==> config.mk <==
export PLATFORM = sky130hd
export DESIGN_NAME = trap_ctrl_flat
export DESIGN_NICKNAME = d
export VERILOG_FILES = /design/src/rtl/trap_ctrl_pkg.sv /design/src/rtl/trap_ctrl_if.sv /design/src/rtl/trap_ctrl_irq_sync.sv /design/src/rtl/trap_ctrl.sv /design/src/flat_wrapper.sv
export SDC_FILE = /design/constraint.sdc
export NUM_CORES = 1
export LEC_CHECK = 0
export CAP_MARGIN = 20
export CORE_MARGIN = 5
export CORE_UTILIZATION = 41
export CTS_CLUSTER_DIAMETER = 50
export CTS_CLUSTER_SIZE = 16
export DETAILED_ROUTE_END_ITERATION = 7
export GPL_ROUTABILITY_DRIVEN = 0
export PLACE_DENSITY = 0.89
export SYNTH_ARGS = -nofsm -noshare
export SYNTH_HDL_FRONTEND = slang
export SYNTH_SLANG_ARGS = --single-unit
export TNS_END_PERCENT = 20
==> constraint.sdc <==
create_clock -name clk -period 3 [get_ports clk]
set_input_delay 0.3 -clock clk [delete_from_list [all_inputs] [get_ports clk]]
set_output_delay 0.3 -clock clk [all_outputs]
set_load 0.02 [all_outputs]
==> src/rtl/trap_ctrl_pkg.sv <==
`default_nettype none
// ============================================================================
// Module   : trap_ctrl_pkg
// Brief    : Shared types and constants for the trap sequencer.
// Revision : 1.0  initial release
// ============================================================================
package trap_ctrl_pkg;

  // Sequencer states; TRAP/RET/WAKE each last exactly one cycle.
  typedef enum logic [2:0] {
    ST_RUN   = 3'd0,
    ST_SLEEP = 3'd1,
    ST_TRAP  = 3'd2,
    ST_RET   = 3'd3,
    ST_WAKE  = 3'd4
  } trap_state_e;

  // mip/mie bit positions; also the low bits of the interrupt cause codes.
  localparam int MIP_MEIP_BIT = 11;
  localparam int MIP_MTIP_BIT = 7;

  localparam logic [31:0] CAUSE_MEI = 32'h8000_0000 | 32'(MIP_MEIP_BIT);
  localparam logic [31:0] CAUSE_MTI = 32'h8000_0000 | 32'(MIP_MTIP_BIT);

  // Cause code for an interrupt trap; external wins when selected.
  function automatic logic [31:0] irq_cause(input logic is_ext);
    return is_ext ? CAUSE_MEI : CAUSE_MTI;
  endfunction

endpackage
`default_nettype wire

==> src/rtl/trap_ctrl_if.sv <==
`default_nettype none
// ============================================================================
// Module   : trap_ctrl_if
// Brief    : Bundle of interrupt, EXE, CSR and IF-redirect signals around
//            the trap sequencer.
// Revision : 1.0  initial release
// ============================================================================
interface trap_ctrl_if;
  // interrupt sources and CSR enables
  logic        ext_irq_i;
  logic        timer_irq_i;
  logic        mstatus_mie;
  logic        mie_meie;
  logic        mie_mtie;
  // EXE stage view
  logic        exe_valid;
  logic [31:0] exe_pc;
  logic        exe_is_wfi;
  logic        exe_is_mret;
  logic        pipe_stall;
  logic [31:0] mepc;
  // outputs toward CSR file and IF
  logic        mip_meip;
  logic        mip_mtip;
  logic        trap_take;
  logic [31:0] trap_cause;
  logic [31:0] trap_epc;
  logic        trap_ret;
  logic        redirect_valid;
  logic [31:0] redirect_pc;
  logic        flush;
  logic        stall_fetch;

  // Pipeline/CSR side driving the sequencer.
  modport master (
    output ext_irq_i, timer_irq_i, mstatus_mie, mie_meie, mie_mtie,
           exe_valid, exe_pc, exe_is_wfi, exe_is_mret, pipe_stall, mepc,
    input  mip_meip, mip_mtip, trap_take, trap_cause, trap_epc, trap_ret,
           redirect_valid, redirect_pc, flush, stall_fetch
  );

  // The sequencer itself.
  modport slave (
    input  ext_irq_i, timer_irq_i, mstatus_mie, mie_meie, mie_mtie,
           exe_valid, exe_pc, exe_is_wfi, exe_is_mret, pipe_stall, mepc,
    output mip_meip, mip_mtip, trap_take, trap_cause, trap_epc, trap_ret,
           redirect_valid, redirect_pc, flush, stall_fetch
  );
endinterface
`default_nettype wire

==> src/rtl/trap_ctrl_irq_sync.sv <==
`default_nettype none
// ============================================================================
// Module   : trap_ctrl_irq_sync
// Brief    : Multi-flop synchroniser for an asynchronous level with a
//            one-cycle rising-edge pulse output.
// Revision : 1.0  initial release
// ============================================================================
module trap_ctrl_irq_sync #(
  parameter int SYNC_STAGES = 2
) (
  input  logic clk,
  input  logic rst,
  input  logic async_in,
  output logic rise
);

  logic [SYNC_STAGES-1:0] r_sync;
  logic                   r_prev;

  // Shift the async level through the chain and remember the last synced value.
  always_ff @(posedge clk or negedge rst) begin
    if (!rst) begin
      r_sync <= '0;
      r_prev <= 1'b0;
    end else begin
      r_sync <= {r_sync[SYNC_STAGES-2:0], async_in};
      r_prev <= r_sync[SYNC_STAGES-1];
    end
  end

  assign rise = r_sync[SYNC_STAGES-1] & ~r_prev;

endmodule
`default_nettype wire

==> src/rtl/trap_ctrl.sv <==
`default_nettype none
// ============================================================================
// Module   : trap_ctrl
// Brief    : Trap sequencer between EXE, CSR file and IF PC mux. Latches
//            interrupts, arbitrates ext > timer, sequences trap entry, MRET
//            and WFI sleep, and drives CSR strobes plus IF redirect/flush.
// Revision : 1.0  initial release
// ============================================================================
module trap_ctrl
  import trap_ctrl_pkg::*;
#(
  parameter int          SYNC_STAGES = 2,
  parameter logic [31:0] MTVEC       = 32'h0001_0000
) (
  input logic        clk,
  input logic        rst,
  trap_ctrl_if.slave bus
);

  trap_state_e r_state;
  trap_state_e w_state_nxt;

  logic        w_ext_rise;
  logic        r_meip;
  logic        r_mtip;
  logic        w_ext_rdy;
  logic        w_tmr_rdy;
  logic        w_ready;
  logic        w_take;

  logic [31:0] r_epc;
  logic [31:0] w_epc_nxt;
  logic        w_epc_load;
  logic        r_cause_ext;
  logic        w_cause_load;

  trap_ctrl_irq_sync #(
    .SYNC_STAGES (SYNC_STAGES)
  ) u_ext_sync (
    .clk      (clk),
    .rst      (rst),
    .async_in (bus.ext_irq_i),
    .rise     (w_ext_rise)
  );

  // Pending latches: ext is edge-set and cleared by its own trap; timer is a registered level.
  always_ff @(posedge clk or negedge rst) begin
    if (!rst) begin
      r_meip <= 1'b0;
      r_mtip <= 1'b0;
    end else begin
      r_mtip <= bus.timer_irq_i;
      if (r_state == ST_TRAP && r_cause_ext) begin
        r_meip <= w_ext_rise;
      end else if (w_ext_rise) begin
        r_meip <= 1'b1;
      end
    end
  end

  assign w_ext_rdy = r_meip & bus.mie_meie;
  assign w_tmr_rdy = r_mtip & bus.mie_mtie;
  assign w_ready   = w_ext_rdy | w_tmr_rdy;
  assign w_take    = w_ready & bus.mstatus_mie;

  // State register.
  always_ff @(posedge clk or negedge rst) begin
    if (!rst) begin
      r_state <= ST_RUN;
    end else begin
      r_state <= w_state_nxt;
    end
  end

  // Next-state decision, plus epc/cause capture requests.
  always_comb begin
    w_state_nxt  = r_state;
    w_epc_load   = 1'b0;
    w_epc_nxt    = r_epc;
    w_cause_load = 1'b0;
    unique case (r_state)
      ST_RUN: begin
        if (!bus.pipe_stall) begin
          if (bus.exe_valid && bus.exe_is_mret) begin
            w_state_nxt = ST_RET;
          end else if (w_take && bus.exe_valid) begin
            w_state_nxt  = ST_TRAP;
            w_epc_load   = 1'b1;
            w_epc_nxt    = bus.exe_pc;
            w_cause_load = 1'b1;
          end else if (bus.exe_valid && bus.exe_is_wfi && !w_ready) begin
            w_state_nxt = ST_SLEEP;
            w_epc_load  = 1'b1;
            w_epc_nxt   = bus.exe_pc + 32'd4;
          end
        end
      end
      ST_SLEEP: begin
        if (w_ready) begin
          if (bus.mstatus_mie) begin
            w_state_nxt  = ST_TRAP;
            w_cause_load = 1'b1;
          end else begin
            w_state_nxt = ST_WAKE;
          end
        end
      end
      ST_TRAP, ST_RET, ST_WAKE: w_state_nxt = ST_RUN;
      default:                  w_state_nxt = ST_RUN;
    endcase
  end

  // Return PC and the arbitrated cause, captured at the decision edge.
  always_ff @(posedge clk or negedge rst) begin
    if (!rst) begin
      r_epc       <= 32'd0;
      r_cause_ext <= 1'b0;
    end else begin
      if (w_epc_load) begin
        r_epc <= w_epc_nxt;
      end
      if (w_cause_load) begin
        r_cause_ext <= w_ext_rdy;
      end
    end
  end

  // Output decode from the registered state; everything idles at zero.
  always_comb begin
    bus.trap_take      = 1'b0;
    bus.trap_cause     = 32'd0;
    bus.trap_epc       = 32'd0;
    bus.trap_ret       = 1'b0;
    bus.redirect_valid = 1'b0;
    bus.redirect_pc    = 32'd0;
    bus.stall_fetch    = 1'b0;
    unique case (r_state)
      ST_SLEEP: bus.stall_fetch = 1'b1;
      ST_TRAP: begin
        bus.trap_take      = 1'b1;
        bus.trap_cause     = irq_cause(r_cause_ext);
        bus.trap_epc       = r_epc;
        bus.redirect_valid = 1'b1;
        bus.redirect_pc    = MTVEC;
      end
      ST_RET: begin
        bus.trap_ret       = 1'b1;
        bus.redirect_valid = 1'b1;
        bus.redirect_pc    = bus.mepc;
      end
      ST_WAKE: begin
        bus.redirect_valid = 1'b1;
        bus.redirect_pc    = r_epc;
      end
      default: ;
    endcase
  end

  assign bus.flush    = bus.redirect_valid;
  assign bus.mip_meip = r_meip;
  assign bus.mip_mtip = r_mtip;

endmodule
`default_nettype wire

==> src/flat_wrapper.sv <==
// flat-port wrapper written by rule: the top's interface ports become plain ports
module trap_ctrl_flat import trap_ctrl_pkg::*;
#(
  parameter int          SYNC_STAGES = 2,
  parameter logic [31:0] MTVEC       = 32'h0001_0000
)
  (clk, rst, bus_ext_irq_i, bus_timer_irq_i, bus_mstatus_mie, bus_mie_meie, bus_mie_mtie, bus_exe_valid, bus_exe_pc, bus_exe_is_wfi, bus_exe_is_mret, bus_pipe_stall, bus_mepc, bus_mip_meip, bus_mip_mtip, bus_trap_take, bus_trap_cause, bus_trap_epc, bus_trap_ret, bus_redirect_valid, bus_redirect_pc, bus_flush, bus_stall_fetch);
  trap_ctrl_if bus_i ();
  input logic clk;
  input logic rst;
  input wire logic [$bits(bus_i.ext_irq_i)-1:0] bus_ext_irq_i;
  input wire logic [$bits(bus_i.timer_irq_i)-1:0] bus_timer_irq_i;
  input wire logic [$bits(bus_i.mstatus_mie)-1:0] bus_mstatus_mie;
  input wire logic [$bits(bus_i.mie_meie)-1:0] bus_mie_meie;
  input wire logic [$bits(bus_i.mie_mtie)-1:0] bus_mie_mtie;
  input wire logic [$bits(bus_i.exe_valid)-1:0] bus_exe_valid;
  input wire logic [$bits(bus_i.exe_pc)-1:0] bus_exe_pc;
  input wire logic [$bits(bus_i.exe_is_wfi)-1:0] bus_exe_is_wfi;
  input wire logic [$bits(bus_i.exe_is_mret)-1:0] bus_exe_is_mret;
  input wire logic [$bits(bus_i.pipe_stall)-1:0] bus_pipe_stall;
  input wire logic [$bits(bus_i.mepc)-1:0] bus_mepc;
  output wire logic [$bits(bus_i.mip_meip)-1:0] bus_mip_meip;
  output wire logic [$bits(bus_i.mip_mtip)-1:0] bus_mip_mtip;
  output wire logic [$bits(bus_i.trap_take)-1:0] bus_trap_take;
  output wire logic [$bits(bus_i.trap_cause)-1:0] bus_trap_cause;
  output wire logic [$bits(bus_i.trap_epc)-1:0] bus_trap_epc;
  output wire logic [$bits(bus_i.trap_ret)-1:0] bus_trap_ret;
  output wire logic [$bits(bus_i.redirect_valid)-1:0] bus_redirect_valid;
  output wire logic [$bits(bus_i.redirect_pc)-1:0] bus_redirect_pc;
  output wire logic [$bits(bus_i.flush)-1:0] bus_flush;
  output wire logic [$bits(bus_i.stall_fetch)-1:0] bus_stall_fetch;
  assign bus_i.ext_irq_i = bus_ext_irq_i;
  assign bus_i.timer_irq_i = bus_timer_irq_i;
  assign bus_i.mstatus_mie = bus_mstatus_mie;
  assign bus_i.mie_meie = bus_mie_meie;
  assign bus_i.mie_mtie = bus_mie_mtie;
  assign bus_i.exe_valid = bus_exe_valid;
  assign bus_i.exe_pc = bus_exe_pc;
  assign bus_i.exe_is_wfi = bus_exe_is_wfi;
  assign bus_i.exe_is_mret = bus_exe_is_mret;
  assign bus_i.pipe_stall = bus_pipe_stall;
  assign bus_i.mepc = bus_mepc;
  assign bus_mip_meip = bus_i.mip_meip;
  assign bus_mip_mtip = bus_i.mip_mtip;
  assign bus_trap_take = bus_i.trap_take;
  assign bus_trap_cause = bus_i.trap_cause;
  assign bus_trap_epc = bus_i.trap_epc;
  assign bus_trap_ret = bus_i.trap_ret;
  assign bus_redirect_valid = bus_i.redirect_valid;
  assign bus_redirect_pc = bus_i.redirect_pc;
  assign bus_flush = bus_i.flush;
  assign bus_stall_fetch = bus_i.stall_fetch;
  trap_ctrl #(.SYNC_STAGES(SYNC_STAGES), .MTVEC(MTVEC)) u_core (.clk(clk), .rst(rst), .bus(bus_i));
endmodule
==> flow_metrics.env, run 1 <==
export IMPL_layout_worst_path_cycle_share_pct=84.04
export IMPL_ys_types=40
export IMPL_cts_setup_buffers=0
export IMPL_drv_slew=0
export IMPL_antenna_found_initial=0
export IMPL_startpoint_type="flip-flop"
export IMPL_multi_input_area_mm2=0.001749
export IMPL_maxCapViolCount=0
export IMPL_yosysSeqAreaShare_pct=34.17
export IMPL_cts_buffers_inserted=5
export IMPL_fill_cells=606
export IMPL_ys_ff_latch=41
export IMPL_drt_wirelength_per_cell_um=16.11
export IMPL_diodes=0
export IMPL_critPathMaxFanout=21
export IMPL_rows=31
export IMPL_drc_errors=0
export IMPL_start_util_pct=41.85
export IMPL_syn_area_mm2=0.003003
export IMPL_utilization_pct=63.92
export IMPL_clk_latency_ps=290
export IMPL_slowest_delay_ps=630
export IMPL_yosysWarnings=0
export IMPL_syn_to_final_growth_pct=52.75
export IMPL_seq_area_mm2=0.001026
export IMPL_grt_first_pass_wirelength_mm=14.50
export IMPL_die_area_mm2=0.009136
export IMPL_hold_buffers=0
export IMPL_ir_drop_mv=0.2712
export IMPL_rsz0062_at_grt="false"
export IMPL_drt_total_wl_mm=9.490
export IMPL_crit_required_ps=2700
export IMPL_vias=2956
export IMPL_io_buffers=150
export IMPL_power_density_mw_per_mm2=521.2
export IMPL_fin_tns_setup_ps=0
export IMPL_die_w_um=95.58
export IMPL_clock_path_buffers=2
export IMPL_cts_resized=0
export IMPL_total_leakage_power_nw=1.811
export IMPL_postSynthCellCount=346
export IMPL_tritoncts="built"
export IMPL_grt_max_degree=42
export IMPL_clock_sinks=41
export IMPL_ios=178
export IMPL_die_h_um=95.58
export IMPL_layout_common_cells="149 x clkdlybuf4s50_1, 41 x dfrtp_1, 34 x and2_1"
export IMPL_worst_pin_slew_ps=950.0
export IMPL_crit_type="flip-flop to output port"
export IMPL_grt_pass1_vias=2886
export IMPL_grtUsageTotal_pct=20.12
export IMPL_hold_violations=0
export IMPL_finalClockSkew_ps=13.49
export IMPL_drive_gt1_share_pct=8.163
export IMPL_critPathArrivalTime_ps=2220
export IMPL_setup_violations_final=0
export IMPL_clk_pin_slew_worst_paths_ps=90
export IMPL_finalNetCount=565
export IMPL_cp_slowest_cell="clkdlybuf4s50_1"
export IMPL_hp_class="input port to async pin"
export IMPL_clockRootBuffer="clkbuf_8"
export IMPL_crit_path_end_kind="output port"
export IMPL_antenna_left=0
export IMPL_syn_area_per_cell_um2=8.679
export IMPL_fmax_mhz=396.6
export IMPL_viasPerCell=5.019
export IMPL_slew_headroom_pct=36.66
export IMPL_drtIter0Drc=97
export IMPL_htree_num_levels=2
export IMPL_dpl_hpwl_mm=7.493
export IMPL_core_mm2=0.007176
export IMPL_fin_crit_ps=2521
export IMPL_worstPathCellList="nor3b_2, buf_4, nand2_1, o21ai_0, clkdlybuf4s50_1"
export IMPL_final_common_cell="clkdlybuf4s50_1"
export IMPL_drtPass1Iterations=4
export IMPL_overflow=0
export IMPL_status="complete, no violations"
final cells by class:
cell class / count / area share (%)
multi-input combinational: 274 / 38.13
clock inverter: 3 / 0.3819
inverter: 6 / 0.4910
sequential: 41 / 22.37
tap: 99 / 2.700
clock buffer: 5 / 1.500
timing repair buffer: 161 / 34.42
report_power, final:
part / switching, mW / internal [mW] / leakage (nW)
registers: 0.196 / 0.787 / 0.475
clock network: 0.199 / 0.161 / 0.0439
logic: 0.523 / 0.524 / 1.29
layer usage:
| layer | GRT usage [%] | share of wire [%] |
|---|---|---|
| met5 | 0 | 0 |
| met4 | 3.673 | 0.42 |
| met3 | 5.130 | 8.8 |
| met2 | 36.54 | 52 |
| met1 | 23.99 | 39 |
critical path: cells and delay by family, from the launching register on:
kind / cells / cell delay [ps]
AND/OR/NAND/NOR: 2 / 380
flip-flops: 1 / 500
buffers and inverters: 2 / 950
AO/OA/AOI/OAI: 1 / 90
cells in the mapped netlist (all sizes together):
cell	instances	area, um2
nand4	10	77.57
clkbuf	13	48.80
or2	1	6.260
a31oi	1	6.260
and2	34	212.7
dfrtp	41	1026
or4	6	52.55
nand3	9	45.04
nor3	10	50.05
nand2b	2	12.51
nor3b	1	7.510
nor2	34	127.6
and4	7	66.31
nor2b	3	18.77
conb	1	3.750
o22ai	1	6.260
mux2	5	56.30
mux2i	1	10.01
a22o	32	280.3
inv	6	22.52
a22oi	2	20.02
and3	4	25.02
xnor2	17	163.9
ha	1	12.51
xor2	12	105.1
nand2	17	63.81
a21oi	30	161.4
o211ai	1	7.510
nor4	3	18.77
buf	38	272.8
o21ai	3	15.01
sequential cells by signal, indices dropped and copies added, names as in the netlist:
register,count
u_core.bus.mip_mtip,1
u_core.r_epc,32
u_core.r_state,3
u_core.u_ext_sync.r_sync,2
u_core.bus.mip_meip,1
u_core.r_cause_ext,1
u_core.u_ext_sync.r_prev,1
per-stage QoR:
stage | power, mW | hold WS (ps) | cell area (um2) | std cells | worst slack (ps)
floorplan | 1.552 | 4.409 | 3100 | 372 | 1063
global placement | 2.003 | 334.0 | 4493 | 580 | 642.1
detailed placement | 2.048 | 350.4 | 4493 | 580 | 531.2
CTS | 2.413 | 180.3 | 4579 | 588 | 493.3
global route | 2.562 | 227.0 | 4587 | 589 | 355.8
finish | 2.391 | 153.3 | 4587 | 589 | 478.7
worst paths after layout:
path / cells past startpoint / slack (ps) / from / endpoint
min: 1 / 150 / rst / u_core.r_epc[12]
min reg2reg: 0 / 370 / u_core.u_ext_sync.r_sync[0] / u_core.u_ext_sync.r_sync[1]
min in group clk: 0 / 370 / u_core.u_ext_sync.r_sync[0] / u_core.u_ext_sync.r_sync[1]
max: 5 / 480 / u_core.r_state[0] / bus_redirect_pc[16]
max reg2reg: 5 / 940 / u_core.bus.mip_meip / u_core.r_epc[28]
max in group asynchronous: 1 / 2250 / rst / u_core.r_epc[22]
logic make-up (layout without fill, tap and decap cells):
group	after synthesis	after routing	synth area share, %
AO/OA/AOI/OAI	70	70	16.54
XOR/XNOR	29	29	8.958
adder cells (fa/ha/maj)	1	1	0.4166
buffers and inverters	57	175	11.46
flip-flops	41	41	34.17
multiplexers	6	6	2.208
other	1	27	0.1249
AND/OR/NAND/NOR	141	141	26.12
Note: power is estimated with default switching activity, not from simulation.
==> run 2, diff against run 1 <==
CORE_UTILIZATION = 35   (was 41)
PLACE_DENSITY = 0.81   (was 0.89)
clock period = 2.2 ns   (was 3 ns; I/O delays follow)
==> run 2 against run 1 <==
Net effect: cell area grew 4.9%; first-iteration DRC count is 18% lower; die area rose by 15%; critical path type unchanged; largest cell class is now buffers; highest routed layer unchanged.
==> flow_metrics.env, run 2 (synthesis gave the netlist of run 1 again) <==
export IMPL_antenna_left=0
export IMPL_slew_headroom_pct=63.80
export IMPL_grtUsageTotal_pct=18.17
export IMPL_startpoint_type="flip-flop"
export IMPL_drt_wirelength_per_cell_um=16.38
export IMPL_drtPass1Iterations=4
export IMPL_rr_worst_depth=7
export IMPL_sequentialPowerShare_pct=41.8
export IMPL_syn_to_final_growth_pct=60.29
export IMPL_largest_register="u_core.r_epc"
export IMPL_hold_violations=0
export IMPL_fin_crit_ps=2121
export IMPL_placedCellCount=612
export IMPL_utilization_pct=58.00
export IMPL_layout_common_cells="78 x clkdlybuf4s50_1, 64 x dlygate4sd2_1, 41 x dfrtp_1"
export IMPL_viasPerCell=5.045
export IMPL_maxCapViolCount=0
export IMPL_crit_path_end_kind="output port"
export IMPL_p_int_mw=1.955
export IMPL_tritoncts="built"
export IMPL_grt_pass1_vias=3179
export IMPL_r2r_end="u_core.r_epc[21]"
export IMPL_diodes=0
export IMPL_drc_errors=0
export IMPL_holdWs_ps=293.4
export IMPL_rrSetupSlack_ps=260
export IMPL_clk_pin_slew_worst_paths_ps=80
export IMPL_io_buffers=150
export IMPL_r2r_start="u_core.bus.mip_meip"
export IMPL_clock_path_buffers=2
export IMPL_clk_latency_ps=280
export IMPL_top_regs="u_core.r_epc (32), u_core.r_state (3), u_core.u_ext_sync.r_sync (2)"
export IMPL_htree_num_levels=2
export IMPL_critPathMaxFanout=5
export IMPL_layout_worst_path_cycle_share_pct=96.42
export IMPL_core_mm2=0.008299
export IMPL_setup_violations_final=0
export IMPL_fin_tns_setup_ps=0
export IMPL_grt_max_degree=35
export IMPL_finalNetCount=593
export IMPL_finalClockSkew_ps=5.780
export IMPL_total_leakage_power_nw=2.360
export IMPL_power_switching_mw=1.262
export IMPL_overflow=0
export IMPL_antenna_found_initial=0
export IMPL_die_area_mm2=0.01053
export IMPL_final_common_cell="clkdlybuf4s50_1"
export IMPL_rsz0062_at_grt="false"
export IMPL_clockRootBuffer="clkbuf_8"
export IMPL_fmax_mhz=471.4
export IMPL_p_comb_share_pct=43.2
export IMPL_drive_gt1_share_pct=12.93
export IMPL_drt_total_wl_mm=10.21
export IMPL_cts_buffers_inserted=5
export IMPL_grt_first_pass_wirelength_mm=15.18
export IMPL_vias=3143
export IMPL_instances_no_fill=623
export IMPL_power_mw=3.218
export IMPL_drv_slew=0
export IMPL_ir_drop_mv=0.3647
export IMPL_start_util_pct=36.18
export IMPL_drtIter0Drc=80
export IMPL_crit_required_ps=1980
export IMPL_ios=178
export IMPL_crit_type="flip-flop to output port"
export IMPL_power_density_mw_per_mm2=668.5
export IMPL_clock_sinks=41
export IMPL_worst_pin_slew_ps=540.7
export IMPL_die_w_um=102.6
export IMPL_status="complete, no violations"
export IMPL_dpl_hpwl_mm=8.188
export IMPL_rows=33
export IMPL_hp_class="input port to async pin"
export IMPL_die_h_um=102.6
export IMPL_sw_frac_of_total_pct=39.23
export IMPL_clock_power_share_pct=15.0
export IMPL_critPathArrivalTime_ps=1900
export IMPL_largest_reg_flops=32
==> run 2: routing by layer <==
metal / part of all wire, % / vias up / wire length (um) / GRT usage (%)
met5: 0 / - / 0 / 0
met4: 2.2 / 0 / 220 / 4.137
met3: 8.8 / 17 / 902 / 4.127
met2: 52 / 147 / 5294 / 33.57
met1: 37 / 1483 / 3787 / 21.26
li1: - / 1496 / - / -
==> run 2: cell type report <==
class                      count  area, um2
tap                          105      131.4
clock inverter                 3      17.52
sequential                    41       1026
timing repair buffer         189       1792
multi-input combinational    274       1755
fill                         783       3486
inverter                       6      22.52
clock buffer                   5      68.82
==> run 2: power groups by stage <==
stage	logic [mW]	registers [mW]	clock network [mW]
6_report	1.39	1.35	0.481
5_1_grt	1.52	1.39	0.529
4_1_cts	1.40	1.34	0.493
3_5_place_dp	1.50	1.35	0
3_3_place_gp	1.46	1.33	0
2_1_floorplan	0.857	1.26	0
==> run 2: metrics by stage <==
step	setup slack [ps]	cell area [um2]
finish	78.71	4813
global route	18.34	4813
floorplan	262.7	3100
CTS	2.038	4766
global placement	-24.89	4746
detailed placement	-76.46	4746
==> run 2: how the worst max path moves through the flow <==
| stage | to | cells after the start | slack [ps] | start |
|---|---|---|---|---|
| 3_3_place_gp | u_core.r_epc[16] | 6 | -20 | bus_exe_pc[2] |
| 3_5_place_dp | u_core.r_epc[16] | 6 | -80 | bus_exe_pc[3] |
| 2_1_floorplan | u_core.r_epc[28] | 5 | 260 | u_core.bus.mip_meip |
| 6_report | bus_trap_cause[3] | 3 | 80 | u_core.r_state[2] |
| 5_1_grt | bus_redirect_pc[31] | 5 | 20 | u_core.r_state[1] |
| 4_1_cts | bus_flush | 4 | 2 | u_core.r_state[1] |
==> run 2: what timing repair did <==
action | 4_1_cts | 5_1_grt
resized for setup | 65 | 9
hold buffers | 1 | 0
buffers inserted | 0 | 1
endpoints found under the setup margin | 64 | 7
gates cloned | 0 | 1
endpoints found under the hold margin | 5 | 0
pin swaps | 0 | 1
==> run 2: worst max-delay path: stages, from the launching register on <==
cell and delay, ps:
dfrtp_1 430, nand2b_1 230, nor3_1 280, clkdlybuf4s50_1 680
